## config.mk

```make
export PLATFORM = sky130hd
export DESIGN_NAME = fetch_unit_flat
export DESIGN_NICKNAME = d
export VERILOG_FILES = /design/src/rtl/fetch_unit_if.sv /design/src/rtl/fetch_unit.sv /design/src/flat_wrapper.sv
export SDC_FILE = /design/constraint.sdc
export NUM_CORES = 1
export LEC_CHECK = 0
export BUFFER_PORTS_ARGS = -buffer_cell sky130_fd_sc_hd__buf_2
export CORE_ASPECT_RATIO = 1.1
export CORE_MARGIN = 4
export CORE_UTILIZATION = 37
export DETAILED_ROUTE_END_ITERATION = 7
export GPL_TIMING_DRIVEN = 0
export PLACE_DENSITY_LB_ADDON = 0.12
export SLEW_MARGIN = 20
export SYNTH_ARGS = -nofsm -noshare
export SYNTH_HDL_FRONTEND = slang
export SYNTH_SLANG_ARGS = --single-unit
export TNS_END_PERCENT = 20
```

## constraint.sdc

```tcl
create_clock -name clk -period 5.1 [get_ports clk]
set_input_delay 1.02 -clock clk [delete_from_list [all_inputs] [get_ports clk]]
set_output_delay 1.02 -clock clk [all_outputs]
set_load 0.05 [all_outputs]
```

## src/rtl/fetch_unit_if.sv

```systemverilog
// -----------------------------------------------------------------------------
// fetch_unit_if
//   Instruction-memory bus between the fetch stage and instruction memory.
//   One outstanding request: a request is accepted on imem_o_req && imem_i_gnt,
//   its response returns later as imem_i_rvalid with imem_i_rdata.
//
//   imem_o_req     fetch request valid              (fetch -> memory)
//   imem_o_addr    word-aligned fetch address       (fetch -> memory)
//   imem_i_gnt     request accepted this cycle      (memory -> fetch)
//   imem_i_rvalid  response data valid             (memory -> fetch)
//   imem_i_rdata   response instruction word        (memory -> fetch)
//
//   master : the fetch unit
//   slave  : the instruction memory
// -----------------------------------------------------------------------------
interface fetch_unit_if;
    logic        imem_o_req;
    logic [31:0] imem_o_addr;
    logic        imem_i_gnt;
    logic        imem_i_rvalid;
    logic [31:0] imem_i_rdata;

    modport master (
        output imem_o_req,
        output imem_o_addr,
        input  imem_i_gnt,
        input  imem_i_rvalid,
        input  imem_i_rdata
    );

    modport slave (
        input  imem_o_req,
        input  imem_o_addr,
        output imem_i_gnt,
        output imem_i_rvalid,
        output imem_i_rdata
    );
endinterface

```

## src/rtl/fetch_unit.sv

```systemverilog
// -----------------------------------------------------------------------------
// fetch_unit
//   rv32I instruction-fetch stage. Owns the PC, issues one word fetch at a time
//   over the imem bus, and holds the returned instruction in a one-entry buffer
//   that feeds regD. Freezes while ctrl stalls regF and redirects on a jump
//   taken in execute, discarding any wrong-path response still in flight.
//
//   Ports
//     clk                  clock, rising edge
//     rst                  asynchronous, active-high reset
//     fetch_i_stall        regF stall: downstream not accepting the buffer
//     execute_i_need_jump  redirect request from execute (highest priority)
//     execute_i_jump_pc    redirect target (bits [1:0] ignored)
//     imem                 instruction-memory bus (master side)
//     fetch_o_valid        buffer holds a valid instruction
//     fetch_o_pc           PC of the buffered instruction
//     fetch_o_instr        buffered instruction (NOP after reset)
// -----------------------------------------------------------------------------
module fetch_unit #(
    parameter logic [31:0] RESET_PC = 32'h8000_0000
) (
    input  logic                clk,
    input  logic                rst,
    input  logic                fetch_i_stall,
    input  logic                execute_i_need_jump,
    input  logic [31:0]         execute_i_jump_pc,
    fetch_unit_if.master        imem,
    output logic                fetch_o_valid,
    output logic [31:0]         fetch_o_pc,
    output logic [31:0]         fetch_o_instr
);

    localparam logic [31:0] NOP_INSTR = 32'h0000_0013;

    typedef enum logic [1:0] {
        IDLE = 2'd0,   // nothing outstanding, buffer empty
        WAIT = 2'd1,   // one request outstanding
        HOLD = 2'd2    // buffer holds an instruction for regD
    } state_t;

    // Force an address onto a word boundary.
    function automatic logic [31:0] align_word(input logic [31:0] addr);
        return addr & 32'hFFFF_FFFC;
    endfunction

    state_t      state_r,  state_s;
    logic [31:0] pc_r,     pc_s;       // next fetch address
    logic [31:0] issued_r, issued_s;   // address of the outstanding request
    logic        kill_r,   kill_s;     // drop the next response (wrong path)
    logic        valid_r,  valid_s;
    logic [31:0] opc_r,    opc_s;
    logic [31:0] instr_r,  instr_s;

    logic        req_s;
    logic        fire_s;

    // Request whenever the buffer is free (or being drained this cycle), but
    // never in the same cycle as a redirect and never while reset is held.
    always_comb begin
        req_s = 1'b0;
        if (rst || execute_i_need_jump) begin
            req_s = 1'b0;
        end else if (state_r == IDLE) begin
            req_s = 1'b1;
        end else if ((state_r == HOLD) && !fetch_i_stall) begin
            req_s = 1'b1;
        end else begin
            req_s = 1'b0;
        end
    end

    assign fire_s           = req_s && imem.imem_i_gnt;
    assign imem.imem_o_req  = req_s;
    assign imem.imem_o_addr = pc_r;

    // Next-state and datapath update; the redirect overrides every other path.
    always_comb begin
        state_s  = state_r;
        pc_s     = pc_r;
        issued_s = issued_r;
        kill_s   = kill_r;
        valid_s  = valid_r;
        opc_s    = opc_r;
        instr_s  = instr_r;

        if (execute_i_need_jump) begin
            pc_s    = align_word(execute_i_jump_pc);
            valid_s = 1'b0;
            case (state_r)
                IDLE: state_s = IDLE;
                HOLD: state_s = IDLE;
                WAIT: begin
                    if (imem.imem_i_rvalid) begin
                        // Wrong-path data arrives now: drop it, nothing left in flight.
                        kill_s  = 1'b0;
                        state_s = IDLE;
                    end else begin
                        // Response still in flight: mark it for discard.
                        kill_s  = 1'b1;
                        state_s = WAIT;
                    end
                end
                default: state_s = IDLE;
            endcase
        end else begin
            case (state_r)
                IDLE: begin
                    if (fire_s) begin
                        issued_s = pc_r;
                        pc_s     = pc_r + 32'd4;
                        state_s  = WAIT;
                    end else begin
                        state_s  = IDLE;
                    end
                end
                WAIT: begin
                    if (imem.imem_i_rvalid && !kill_r) begin
                        instr_s = imem.imem_i_rdata;
                        opc_s   = issued_r;
                        valid_s = 1'b1;
                        state_s = HOLD;
                    end else if (imem.imem_i_rvalid) begin
                        kill_s  = 1'b0;
                        state_s = IDLE;
                    end else begin
                        state_s = WAIT;
                    end
                end
                HOLD: begin
                    if (fetch_i_stall) begin
                        state_s = HOLD;
                    end else if (fire_s) begin
                        // regD takes the buffer this edge while the next fetch goes out.
                        valid_s  = 1'b0;
                        issued_s = pc_r;
                        pc_s     = pc_r + 32'd4;
                        state_s  = WAIT;
                    end else begin
                        valid_s  = 1'b0;
                        state_s  = IDLE;
                    end
                end
                default: begin
                    valid_s = 1'b0;
                    kill_s  = 1'b0;
                    state_s = IDLE;
                end
            endcase
        end
    end

    // State and datapath registers.
    always_ff @(posedge clk or posedge rst) begin
        if (rst) begin
            state_r  <= IDLE;
            pc_r     <= align_word(RESET_PC);
            issued_r <= 32'h0000_0000;
            kill_r   <= 1'b0;
            valid_r  <= 1'b0;
            opc_r    <= 32'h0000_0000;
            instr_r  <= NOP_INSTR;
        end else begin
            state_r  <= state_s;
            pc_r     <= pc_s;
            issued_r <= issued_s;
            kill_r   <= kill_s;
            valid_r  <= valid_s;
            opc_r    <= opc_s;
            instr_r  <= instr_s;
        end
    end

    assign fetch_o_valid = valid_r;
    assign fetch_o_pc    = opc_r;
    assign fetch_o_instr = instr_r;

endmodule
```

## src/flat_wrapper.sv

```systemverilog
// flat-port wrapper written by rule: the top's interface ports become plain ports
module fetch_unit_flat 
#(
    parameter logic [31:0] RESET_PC = 32'h8000_0000
)
  (clk, rst, fetch_i_stall, execute_i_need_jump, execute_i_jump_pc, fetch_o_valid, fetch_o_pc, fetch_o_instr, imem_imem_o_req, imem_imem_o_addr, imem_imem_i_gnt, imem_imem_i_rvalid, imem_imem_i_rdata);
  fetch_unit_if imem_i ();
  input  logic clk;
  input  logic rst;
  input  logic fetch_i_stall;
  input  logic execute_i_need_jump;
  input  logic [31:0] execute_i_jump_pc;
  output logic fetch_o_valid;
  output logic [31:0] fetch_o_pc;
  output logic [31:0] fetch_o_instr;
  output wire logic [$bits(imem_i.imem_o_req)-1:0] imem_imem_o_req;
  output wire logic [$bits(imem_i.imem_o_addr)-1:0] imem_imem_o_addr;
  input wire logic [$bits(imem_i.imem_i_gnt)-1:0] imem_imem_i_gnt;
  input wire logic [$bits(imem_i.imem_i_rvalid)-1:0] imem_imem_i_rvalid;
  input wire logic [$bits(imem_i.imem_i_rdata)-1:0] imem_imem_i_rdata;
  assign imem_imem_o_req = imem_i.imem_o_req;
  assign imem_imem_o_addr = imem_i.imem_o_addr;
  assign imem_i.imem_i_gnt = imem_imem_i_gnt;
  assign imem_i.imem_i_rvalid = imem_imem_i_rvalid;
  assign imem_i.imem_i_rdata = imem_imem_i_rdata;
  fetch_unit #(.RESET_PC(RESET_PC)) u_core (.clk(clk), .rst(rst), .fetch_i_stall(fetch_i_stall), .execute_i_need_jump(execute_i_need_jump), .execute_i_jump_pc(execute_i_jump_pc), .imem(imem_i), .fetch_o_valid(fetch_o_valid), .fetch_o_pc(fetch_o_pc), .fetch_o_instr(fetch_o_instr));
endmodule
```

## Word-level counts from Yosys, hierarchy flattened

Index checks and enable logic that the tools add are counted.

- Bits of input ports: 70
- Output and inout port bits: 98
- Register bits: 132
- Word-level logic and storage cells: 61

- Reduce and logical (&&, ||, !) cells: 15
- Equal/unequal tests: 10
- Bitwise operators: 1
- Add/sub/neg operators: 1
- Muxes and demuxes: 27

Operators with widths:

| operator | number |
|---|---|
| 2-to-1 mux 32 bit | 5 |
| case mux 32 bit (2 select lines) | 2 |
| adder 32 x 3 -> 32 bit, second input constant | 1 |
| 2-to-1 mux 1 bit | 13 |
| != test 3 bit, second input constant | 3 |
| AND reduction 3 bit | 3 |
| 2-to-1 mux 2 bit | 4 |
| case mux 2 bit (3 select lines) | 1 |
| != test 2 x 1 -> 1 bit, second input constant | 2 |
| != test 2 bit, second input constant | 2 |
| AND reduction 4 bit | 1 |
| logical AND 1 bit | 3 |
| != test 3 x 2 -> 1 bit, second input constant | 1 |
| case mux 1 bit (3 select lines) | 1 |
| nonzero test 3 bit | 1 |
| == test 2 x 1 -> 1 bit, second input constant | 1 |
| == test 2 bit, second input constant | 1 |
| zero test 1 bit | 2 |
| zero test 2 bit | 1 |
| case mux 1 bit (2 select lines) | 1 |
| AND reduction 2 bit | 1 |
| nonzero test 2 bit | 1 |
| OR reduction 2 bit | 1 |
| logical OR 1 bit | 1 |
| NOT 1 bit | 1 |

## Depth between registers and ports, before layout

- Depth after elaboration: 10
- Depth in mapped cells: 8
- Mapped depth without buffers: 6

## Worst setup path after synthesis

Ideal clock, no wire load.

- Kind: input-to-reg
- Start: input execute_i_need_jump
- End: register u_core.pc_r[21] (netlist: u_core.imem.imem_o_addr[21])
- Path buffers: 1
- Setup slack: 2.141 ns
- Required time: 4.970 ns
- Cell stages on the path: 6
- Arrival: 2.829 ns
- Library setup time: 0.130 ns
- Cell sequence: clkbuf_1 -> a2111oi_4 -> nand4_1 -> nor4_4 -> xnor2_1 -> o21ai_1

- Word-level cells in the longest chain between the ends: 7
- Elaborated cells on any way between the ends: 10
- Classes of those cells: eq/ne: 1; mux: 5; reduce/logical: 4

Ends and longest elaborated chain:

| element | RTL line | source |
|---|---|---|
| from (decl) | flat_wrapper.sv:11 | `input logic execute_i_need_jump;` |
| logical OR 1 bit (*) | fetch_unit.sv:61 | `if (rst \|\| execute_i_need_jump) begin` |
| 2-to-1 mux 1 bit (*) | fetch_unit.sv:61 |  |
| net imem_imem_o_req | flat_wrapper.sv:16 | `output wire logic [$bits(imem_i.imem_o_req)-1:0] imem_imem_o_req;` |
| logical AND 1 bit (*) | fetch_unit.sv:72 | `assign fire_s = req_s && imem.imem_i_gnt;` |
| 2-to-1 mux 32 bit (*) | -- |  |
| 2-to-1 mux 32 bit | -- |  |
| case mux 32 bit (2 select lines) (*) | -- |  |
| 2-to-1 mux 32 bit (*) | fetch_unit.sv:86 | `if (execute_i_need_jump) begin` |
| to (signal assigned) | fetch_unit.sv:156 | `pc_r <= align_word(RESET_PC);` |
| to (signal assigned) | fetch_unit.sv:164 | `pc_r <= pc_s;` |
| to (decl) | fetch_unit.sv:47 | `logic [31:0] pc_r, pc_s;` |

The timed path passes the listed nets; every way through them passes the cells marked *. The select of a mux whose other input is x is not followed.
A chain may end at the register's enable or synchronous reset.

## Worst setup path after layout

- Start: input execute_i_need_jump
- End: output imem_imem_o_req

- Word-level cells in the longest chain between the ends: 2

Ends and longest elaborated chain:

| element | RTL line |
|---|---|
| logical OR 1 bit | fetch_unit.sv:61 |
| 2-to-1 mux 1 bit | fetch_unit.sv:61 |
| to (decl) | flat_wrapper.sv:16 |

No other way between the ends.

==> impl_metrics.yaml <==
outcome:
  status: "completed"
placement:
  routabilityCongestion: 0.8068
  postPlaceCellArea_um2: 6621
  dpl.hpwl_um: 10910
  port_buffers: 160
  post-place-ws_ps: 2071
cts:
  cts_resized: 0
  clk_path_buf_depth: 2
  clk_latency_ps: 410
  path_clk_slew_ps: 50
  post_cts_buffers: 0
  numCtsBuffers: 17
  cts.sinks: 126
  ctsHoldBuffers: 0
  cts_tree: "built"
  h-tree-depth: 4
  cts_root_buf: "clkbuf_16"
timing:
  rsz0062_at_grt: "no"
  fmax_mhz: 333.0
  hold_viol: 0
  finClkSkew_ps: 11.11
  finalSetupTns_ps: 0
  post-route-min-period_ps: 3003
  slew_headroom_pct: 40.17
  finalWorstSetupSlack_ps: 2097
  worstMarginPinSlew_ps: 890.1
  finalSetupViolCount: 0
  finalMaxSlewViolations: 0
  post-route-period-util_pct: 58.89
critical_path:
  r2r_cells: 6
  endpoint: "imem_imem_o_req"
  crit_start: "execute_i_need_jump"
  reg2reg_slack_ps: 2740
  end_kind: "output pin"
  r2r_start: "u_core.imem.imem_o_addr[2]"
  worstPathRequired_ps: 4080
  worstReg2RegEnd: "u_core.imem.imem_o_addr[18]"
  cp_max_fo: 7
  critPathArrivalTime_ps: 1980
  path_class: "input pin to output pin"
  start_kind: "input pin"
cells_and_area:
  final_common_cell: "buf_2"
  stdcell_area_um2: 7288
  drive_gt1_share_pct: 41.57
  post-route-util_pct: 50.05
  final_net_count: 746
  syn_to_final_growth_pct: 31.70
  layout_common_cells: "169 x buf_2, 122 x dfrtp_1, 119 x nand2_1, 59 x mux2_2, 24 x o21ai_0"
  diodes: 0
synth:
  syn_inst: 492
  yosysTopAreaCell: "dfrtp_1"
  synth_area_um2: 5534
  ys_top_cells_by_area: "dfrtp_1 55%, mux2_2 12%, nand2_1 8.1%, o21ai_0 2.2%, dfstp_2 1.9%"
  ys.flop_type: "dfrtp_1"
  ys_warn_count: 0
  yosysUniqueCellTypes: 52
  synth-async-reset-ratio_pct: 100.0
  synth_top_area_share_pct: 55.17
  synth_edf_count: 0
  ys_seq_area_share_pct: 57.07
  synth_seq_cells: 126
  avgSynthCellArea_um2: 11.25
floorplan:
  rows: 46
  core_area_um2: 14560
  io_pins: 168
  initial_core_util_pct: 38.00
  die-area_um2: 16980
  chipHeight_um: 136.3
  die_x_um: 124.6
global_routing:
  grt_pass1_vias: 4625
  antenna_found_initial: 0
  grt_max_degree: 105
  grt_pass1_wl_um: 24720
  grt_remaining_overflow: 0
  grtUsageTotal_pct: 18.54
routing:
  wl_met2_um: 7217
  viasPerCell: 5.002
  first_pass_iters: 6
  post_drt_wl_per_cell_um: 17.20
  drc: 0
  drtIter0Drc: 243
  final_antenna_net_count: 0
  num_vias: 4402
  wl_met3_um: 1140
  top_layer_used: "met4"
  totalWireLength_um: 15140
  m1WireLength_um: 6536
pwr:
  p_total_w: 0.004463
  leakage_nw: 3.587
  power.density_nw_per_um2: 612.3
  peakVddDrop_v: 0.0002208
worst_hold_path:
  min_path_type: "register to register"
job:
  cap_violations: 0
[layer usage]
layer  track usage (%)  up-vias
met5                 0        -
met4             6.212        0
met3             6.640       20
met2             30.35      175
met1             22.97     2128
li1                  -     2079
[critical path, cell delays in order]
cell,delay [ps]
clkbuf_1,230
a2111oi_4,390
buf_2,350
[cell type report]
class                   count  area, um^2
fillers                  1380        7273
inverters                   5       26.28
flip-flops and latches    126        3158
clock buffers              22       484.2
multi-input cells         333        2177
plain buffers              31       191.4
repair buffers            161       828.3
well taps                 192       240.2
clock inverters            10       182.7
[synthesized netlist by cell type, drive strengths merged, types with 3 or more instances]
| cell | instances |
|---|---|
| nor3 | 6 |
| o21ai | 27 |
| a221o | 5 |
| dfstp | 4 |
| nand4 | 12 |
| dfrtp | 122 |
| nand2b | 3 |
| inv | 5 |
| nand2 | 119 |
| a31oi | 3 |
| nor2 | 13 |
| nand3 | 19 |
| a22oi | 5 |
| mux2 | 63 |
| nor4 | 4 |
| nand3b | 3 |
| clkbuf | 11 |
| a21oi | 3 |
| buf | 20 |
| o311ai | 6 |
| xnor2 | 8 |
| a21o | 3 |
| nor2b | 4 |
[flip-flops by register name, indices dropped and copies added, names as in the netlist]
name / cells
u_core.fetch_o_instr: 32
u_core.fetch_o_pc: 30
u_core.fetch_o_valid: 1
u_core.imem.imem_o_addr: 30
u_core.issued_r: 30
u_core.kill_r: 1
u_core.state_r: 2
[how the worst min path moves through the flow]
stage | from | to | slack, ps | cells past startpoint
floorplan | u_core.issued_r[16] | u_core.issued_r[16] | 440 | 2
global placement | u_core.issued_r[3] | u_core.issued_r[3] | 450 | 2
detailed placement | u_core.issued_r[3] | u_core.issued_r[3] | 460 | 2
CTS | u_core.issued_r[3] | u_core.issued_r[3] | 470 | 2
global route | u_core.issued_r[19] | u_core.issued_r[19] | 500 | 2
finish | u_core.issued_r[3] | u_core.issued_r[3] | 470 | 2
[metrics by stage]
stage          hold WS, ps  cells
2_1_floorplan        440.2    495
3_3_place_gp         453.9    847
3_5_place_dp         456.9    848
4_1_cts              470.5    880
5_1_grt              499.5    880
6_report             466.4    880
[kinds of logic (layout without fill, tap and decap cells)]
| logic type | Yosys count | count (layout) | share of synthesized area, % |
|---|---|---|---|
| buffers and inverters | 36 | 229 | 3.798 |
| flip-flops | 126 | 126 | 57.07 |
| XOR/XNOR | 10 | 10 | 1.583 |
| adder cells (fa/ha/maj) | 1 | 1 | 0.2261 |
| AO/OA/AOI/OAI | 59 | 59 | 7.371 |
| other | 1 | 4 | 0.06776 |
| AND/OR/NAND/NOR | 195 | 195 | 16.89 |
| multiplexers | 64 | 64 | 13.00 |
[where the power goes]
part           internal (W)  switching (W)  leakage, nW
clock              0.000917       0.000427        0.318
combinational      0.000420        0.00121         1.69
sequential          0.00132       0.000172         1.58
Power figures use the tool's default switching activity.
